**config.mk**
```make
export PLATFORM = sky130hd
export DESIGN_NAME = slc3_control_seq
export DESIGN_NICKNAME = d
export VERILOG_FILES = /design/src/rtl/slc3_control_seq.sv
export SDC_FILE = /design/constraint.sdc
export NUM_CORES = 1
export LEC_CHECK = 0
export ABC_CLOCK_PERIOD_IN_PS = 2700
export BUFFER_PORTS_ARGS = -buffer_cell sky130_fd_sc_hd__buf_2
export CAP_MARGIN = 30
export CELL_PAD_IN_SITES_DETAIL_PLACEMENT = 1
export CELL_PAD_IN_SITES_GLOBAL_PLACEMENT = 1
export CORE_ASPECT_RATIO = 2
export CORE_UTILIZATION = 30
export CTS_CLUSTER_SIZE = 30
export DETAILED_ROUTE_END_ITERATION = 7
export HOLD_SLACK_MARGIN = 0.02
export PLACE_DENSITY = 0.73
export REMOVE_ABC_BUFFERS = 1
export SLEW_MARGIN = 20
export SYNTH_ARGS = -nofsm -noshare
export SYNTH_HDL_FRONTEND = slang
export SYNTH_SLANG_ARGS = --single-unit
```
**constraint.sdc**
```tcl
create_clock -name Clk -period 2.7 [get_ports Clk]
set_input_delay 0.27 -clock Clk [delete_from_list [all_inputs] [get_ports Clk]]
set_output_delay 0.27 -clock Clk [all_outputs]
set_load 0.05 [all_outputs]
```
**src/rtl/slc3_control_seq.sv**
```systemverilog
`default_nettype none
// ============================================================================
//  Module      : slc3_control_seq
//  Description : Moore-style fetch/decode/execute sequencer for the SLC-3
//                datapath. One control word per cycle, decoded from the
//                current state, the opcode and IR[5].
//  Revision    : 1.0  - initial release
// ----------------------------------------------------------------------------
//  Parameters
//    MEM_WAIT   : cycles a memory strobe is held per access (1..15)
//  Optional feature
//    SLC3_PAUSE_EN : when defined, opcode 1101 enters PAUSE0/PAUSE1 and drives
//                    LD_LED. When undefined, 1101 is treated as illegal,
//                    LD_LED stays 0 and Continue is ignored.
//  Ports
//    Clk, Reset(async, active-low) : clock / reset (reset forces HALTED)
//    Run, Continue                 : start from HALTED / resume from PAUSE
//    Opcode, IR_5, BEN             : instruction fields and branch enable
//    LD_*                          : register load enables
//    Gate*                         : bus drivers (at most one high)
//    PCMUX, ADDR2MUX, ALUK         : 2-bit selects
//    DRMUX, SR1MUX, SR2MUX,
//    ADDR1MUX, MIO_EN              : 1-bit selects
//    Mem_OE, Mem_WE                : active-low memory strobes
// ============================================================================
module slc3_control_seq #(
    parameter int unsigned MEM_WAIT = 2
) (
    input  logic       Clk,
    input  logic       Reset,
    input  logic       Run,
    input  logic       Continue,
    input  logic [3:0] Opcode,
    input  logic       IR_5,
    input  logic       BEN,
    output logic       LD_MAR,
    output logic       LD_MDR,
    output logic       LD_IR,
    output logic       LD_BEN,
    output logic       LD_CC,
    output logic       LD_REG,
    output logic       LD_PC,
    output logic       LD_LED,
    output logic       GatePC,
    output logic       GateMDR,
    output logic       GateALU,
    output logic       GateMARMUX,
    output logic [1:0] PCMUX,
    output logic [1:0] ADDR2MUX,
    output logic [1:0] ALUK,
    output logic       DRMUX,
    output logic       SR1MUX,
    output logic       SR2MUX,
    output logic       ADDR1MUX,
    output logic       MIO_EN,
    output logic       Mem_OE,
    output logic       Mem_WE
);

    localparam logic [3:0] OP_BR  = 4'b0000;
    localparam logic [3:0] OP_ADD = 4'b0001;
    localparam logic [3:0] OP_JSR = 4'b0100;
    localparam logic [3:0] OP_AND = 4'b0101;
    localparam logic [3:0] OP_LDR = 4'b0110;
    localparam logic [3:0] OP_STR = 4'b0111;
    localparam logic [3:0] OP_NOT = 4'b1001;
    localparam logic [3:0] OP_JMP = 4'b1100;
`ifdef SLC3_PAUSE_EN
    localparam logic [3:0] OP_PSE = 4'b1101;
`endif

    // Last count value of a memory access; the strobe is held MEM_WAIT cycles.
    localparam logic [3:0] WAIT_LAST = 4'(MEM_WAIT - 1);

    typedef enum logic [4:0] {
        S_HALTED = 5'd0,
        S_FETCH1 = 5'd1,
        S_FETCH2 = 5'd2,
        S_FETCH3 = 5'd3,
        S_DECODE = 5'd4,
        S_ALU    = 5'd5,
        S_BR0    = 5'd6,
        S_BR1    = 5'd7,
        S_JMP    = 5'd8,
        S_JSR0   = 5'd9,
        S_JSR1   = 5'd10,
        S_LDR0   = 5'd11,
        S_LDR1   = 5'd12,
        S_LDR2   = 5'd13,
        S_STR0   = 5'd14,
        S_STR1   = 5'd15,
        S_STR2   = 5'd16
`ifdef SLC3_PAUSE_EN
        ,
        S_PAUSE0 = 5'd17,
        S_PAUSE1 = 5'd18
`endif
    } state_t;

    state_t     state_q, state_d;
    logic [3:0] wait_q, wait_d;
    logic       w_wait_last;

`ifndef SLC3_PAUSE_EN
    // Continue has no consumer without the pause feature.
    logic w_unused_continue;
    assign w_unused_continue = Continue;
`endif

    assign w_wait_last = (wait_q == WAIT_LAST);

    always_ff @(posedge Clk or negedge Reset) begin
        if (!Reset) begin
            state_q <= S_HALTED;
            wait_q  <= 4'd0;
        end else begin
            state_q <= state_d;
            wait_q  <= wait_d;
        end
    end

    always_comb begin
        // Idle control word; every state overrides only what it needs.
        state_d    = state_q;
        wait_d     = 4'd0;   // non-memory states keep the counter cleared
        LD_MAR     = 1'b0;
        LD_MDR     = 1'b0;
        LD_IR      = 1'b0;
        LD_BEN     = 1'b0;
        LD_CC      = 1'b0;
        LD_REG     = 1'b0;
        LD_PC      = 1'b0;
        LD_LED     = 1'b0;
        GatePC     = 1'b0;
        GateMDR    = 1'b0;
        GateALU    = 1'b0;
        GateMARMUX = 1'b0;
        PCMUX      = 2'd0;
        ADDR2MUX   = 2'd0;
        ALUK       = 2'd0;
        DRMUX      = 1'b0;
        SR1MUX     = 1'b0;
        SR2MUX     = 1'b0;
        ADDR1MUX   = 1'b0;
        MIO_EN     = 1'b0;
        Mem_OE     = 1'b1;
        Mem_WE     = 1'b1;

        case (state_q)
            S_HALTED: begin
                if (Run) begin
                    state_d = S_FETCH1;
                end
            end

            S_FETCH1: begin
                GatePC  = 1'b1;
                LD_MAR  = 1'b1;
                LD_PC   = 1'b1;
                state_d = S_FETCH2;
            end

            // Instruction fetch and LDR data read share one read protocol:
            // hold OE for MEM_WAIT cycles, capture MDR on the final one.
            S_FETCH2, S_LDR1: begin
                Mem_OE = 1'b0;
                MIO_EN = 1'b1;
                LD_MDR = w_wait_last;
                if (w_wait_last) begin
                    state_d = (state_q == S_FETCH2) ? S_FETCH3 : S_LDR2;
                end else begin
                    wait_d = wait_q + 4'd1;
                end
            end

            S_FETCH3: begin
                GateMDR = 1'b1;
                LD_IR   = 1'b1;
                state_d = S_DECODE;
            end

            S_DECODE: begin
                LD_BEN = 1'b1;
                case (Opcode)
                    OP_ADD, OP_AND, OP_NOT: state_d = S_ALU;
                    OP_BR:                  state_d = S_BR0;
                    OP_JMP:                 state_d = S_JMP;
                    OP_JSR:                 state_d = S_JSR0;
                    OP_LDR:                 state_d = S_LDR0;
                    OP_STR:                 state_d = S_STR0;
`ifdef SLC3_PAUSE_EN
                    OP_PSE:                 state_d = S_PAUSE0;
`endif
                    default:                state_d = S_FETCH1;
                endcase
            end

            S_ALU: begin
                SR1MUX  = 1'b1;
                // NOT has no second operand, so the immediate select is forced off.
                SR2MUX  = (Opcode == OP_NOT) ? 1'b0 : IR_5;
                case (Opcode)
                    OP_AND:  ALUK = 2'd1;
                    OP_NOT:  ALUK = 2'd2;
                    default: ALUK = 2'd0;
                endcase
                GateALU = 1'b1;
                LD_REG  = 1'b1;
                LD_CC   = 1'b1;
                state_d = S_FETCH1;
            end

            S_BR0: begin
                state_d = BEN ? S_BR1 : S_FETCH1;
            end

            S_BR1: begin
                ADDR2MUX = 2'd1;
                PCMUX    = 2'd2;
                LD_PC    = 1'b1;
                state_d  = S_FETCH1;
            end

            S_JMP: begin
                SR1MUX   = 1'b1;
                ADDR1MUX = 1'b1;
                ADDR2MUX = 2'd3;
                PCMUX    = 2'd2;
                LD_PC    = 1'b1;
                state_d  = S_FETCH1;
            end

            // R7 <- PC first, then PC <- PC + SEXT(IR[10:0]).
            S_JSR0: begin
                GatePC  = 1'b1;
                DRMUX   = 1'b1;
                LD_REG  = 1'b1;
                state_d = S_JSR1;
            end

            S_JSR1: begin
                ADDR2MUX = 2'd2;
                PCMUX    = 2'd2;
                LD_PC    = 1'b1;
                state_d  = S_FETCH1;
            end

            // MAR <- SR1 + SEXT(IR[5:0]) for both loads and stores.
            S_LDR0, S_STR0: begin
                SR1MUX     = 1'b1;
                ADDR1MUX   = 1'b1;
                GateMARMUX = 1'b1;
                LD_MAR     = 1'b1;
                state_d    = (state_q == S_LDR0) ? S_LDR1 : S_STR1;
            end

            S_LDR2: begin
                GateMDR = 1'b1;
                LD_REG  = 1'b1;
                LD_CC   = 1'b1;
                state_d = S_FETCH1;
            end

            // Store data comes from IR[11:9] passed straight through the ALU.
            S_STR1: begin
                ALUK    = 2'd3;
                GateALU = 1'b1;
                LD_MDR  = 1'b1;
                state_d = S_STR2;
            end

            S_STR2: begin
                Mem_WE = 1'b0;
                if (w_wait_last) begin
                    state_d = S_FETCH1;
                end else begin
                    wait_d = wait_q + 4'd1;
                end
            end

`ifdef SLC3_PAUSE_EN
            // Two-phase handshake: Continue must rise and then fall, so a
            // Continue held high cannot carry through into a later pause.
            S_PAUSE0: begin
                LD_LED = 1'b1;
                if (Continue) begin
                    state_d = S_PAUSE1;
                end
            end

            S_PAUSE1: begin
                LD_LED = 1'b1;
                if (!Continue) begin
                    state_d = S_FETCH1;
                end
            end
`endif

            default: begin
                state_d = S_HALTED;
            end
        endcase
    end

endmodule
`default_nettype wire

```
==> impl_results.md <==
- Root buf cell: clkbuf_8
- Num rows: 27
- Via density per instance: ~5.5
- Vias: a little under 1000
- Clock skew: 1.426 ps
- Synth area leaders: dfrtp_1 26%, nand2_1 6.9%, a21oi_1 5.2%
- Required @ worst endpoint: about 2400 ps
- Die Wd: between 30 and 40 µm
- Top Ports: 35
- Slew @ Worst Pin: roughly 510 ps
- Final antenna-violating net count: 0
- Vias in the first global route: 957
- Largest net degree at the start of global routing: 15
- Initial antenna violation count: 0
- Iteration-0 DRC Markers: 26
- CP Class: reg -> out
- Ys flop type: dfrtp_1
- Pre-antenna DRT Iters: 4
- Final Util: 39.92%
- Yosys cell types: between 40 and 50
- Fin crit period: approximately 2400 ps
- CP max-delay cell: dfrtp_1
- Leak Pwr: between 0.5 and 0.6 nW
- Nets: about 160
- DRC: 0
- CP arrival: ~2100 ps
- TNS Setup: 0 ps
- Max-Cap Viols: 0
- Clk_lat worst skew: around 230 ps
- Unrepaired setup endpoints after global routing: false
- Fin cells: 179
- Share of cells above drive strength 1: 30.00%
- GRT Total Usage: 19.56%
- R2R setup slack: 850 ps
- Share of the yosys chip area belonging to registers: 26.05%
- CP startpoint kind: register
- Commonest cells after routing, fill and taps aside: 31 x buf_2, 16 x nand2_1, 12 x nor2_1, 9 x a21oi_1, 9 x dfrtp_1
- Max-slew headroom: 65.87%
- Mean post-synth cell area: 7.205 µm²
- Core area: roughly 2700 µm²
- HP Class: in -> reg
- Design Power: 1.226 mW
- Grt total ovfl: 0
- Dpl hpwl: about 2.2 mm
- CTS Sinks: 9
- First-pass GRT wire length: 4.429 mm
- Wire per inst: ~15 µm
- Hold slack: roughly 410 ps
- Most common cell after layout, fill and taps aside: buf_2
- CP max stage delay: ~540 ps
- Flops & latches, synth: 9
- CTS H-tree lvls: 1
- Post-Route WL: roughly 2.8 mm
- Die height: a little under 80 µm
- Clock transition time at the flip-flop clock pins of the worst setup and hold paths: ~40 ps
- Max Root-Sink Buffers: 2
- Share of synthesized registers carrying an async set or reset: 100.0%
- Post-synth top area cell: dfrtp_1
- Outcome: complete, no violations
- Synth Instances: 120
- Die area: about 3100 µm²
- Synth top area share: a little over a quarter
- Synth Cell Area: roughly 860 µm²
- Starting density of the core: between 30% and 40%
- Post-CTS sizing: 0
- Cells after DPL: 174
- Layout overhead on the synthesized area: 26.34%
- CTS tree: done
- Total CTS buffers: 3
- CP Max Fanout: 14
- Fin. max-slew vios: 0
- Endpoint class of the critical path: primary output
- Post-synth EDFFs: 0
- Critical-path cell list: or3b_1, a211oi_4, inv_2, o21ai_1, buf_2
- # port buffers: 31
- Worst IR Drop VDD: roughly 0.00044 V
- N_diodes: 0
- Final period util: about 87%
- PD cells: between 1000 and 1500 nW/µm²
- Setup Viol. Count Final: 0
- Final hold vios: 0
- GPL Wtd Cong: about 0.8
- Max Clk Rate: approximately 430 MHz
- Synthesis warning total: 0
power breakdown:
group / internal [mW] / switching (mW) / total [mW]
clock network: 0.103 / 0.0524 / 0.155
logic: 0.251 / 0.604 / 0.855
registers: 0.165 / 0.0502 / 0.215
total: 0.519 / 0.707 / 1.23
cell usage after synthesis (2+ instances only):
master / n
nand2_1: 16
nor2_1: 12
a21oi_1: 9
dfrtp_1: 9
inv_1: 7
clkbuf_1: 6
nand3_1: 6
nor2b_1: 4
o21ai_0: 4
buf_2: 3
nand2b_1: 3
a31oi_1: 2
and2_1: 2
buf_4: 2
ha_1: 2
nor3_1: 2
nor4_1: 2
o22ai_1: 2
or3_1: 2
xor2_1: 2
per-layer routing:
layer,part of all wire (%),GRT usage [%]
met5,0,0
met1,36,19.75
met2,60,37.58
met4,1.4,6.207
met3,2.8,0.8571
state kept, by name (all words and copies together), names as in the netlist:
name     flops
state_q      5
wait_q       4
worst max-delay path: cells and delay by family (launching register included):
| kind | cells | cell delay [ps] |
|---|---|---|
| AOI/OAI and AO/OA | 2 | 500 |
| buffers and inverters | 2 | 330 |
| DFF | 1 | 540 |
| and+or+nand+nor | 1 | 480 |
path summary, 6_finish.rpt:
check	startpoint	end	cells after the start
min in group asynchronous	Reset	state_q[4]	2
worst max-delay path	state_q[2]	LD_MDR	5
max in group asynchronous	Reset	state_q[2]	2
worst min register to register	wait_q[0]	wait_q[0]	1
worst max register to register	state_q[1]	state_q[0]	5
worst min-delay path	Run	state_q[0]	3
repair_timing:
item / in CTS / in global routing
hold endpoints to repair: 9 / 0
setup buffers: 0 / 0
hold buffers: 1 / 0
stage by stage:
| step | instance area, µm² | setup WS (ps) |
|---|---|---|
| 2_1_floorplan | 815.8 | -365.7 |
| 3_3_place_gp | 1037 | 672.5 |
| 3_5_place_dp | 1037 | 605.3 |
| 4_1_cts | 1092 | 352.0 |
| 5_1_grt | 1092 | 274.1 |
| 6_report | 1092 | 349.9 |
layout make-up:
type	count	area, µm²
flip-flops and latches	9	225.2
multi-input cells	93	560.5
repair buffers	36	195.2
clock buffers	4	45.04
inverters	8	30.03
fillers	350	1644
well taps	29	36.28
cell families after synthesis:
group                      share of synthesized area, %
and+or+nand+nor                                   32.71
AOI/OAI and AO/OA                                 24.17
buffers and inverters                             9.550
DFF                                               26.05
xor gates and xnor gates                          3.040
adders and majority gates                         2.894
other                                            0.4337
muxes                                             1.158
Note: power is estimated with default switching activity, not from simulation.
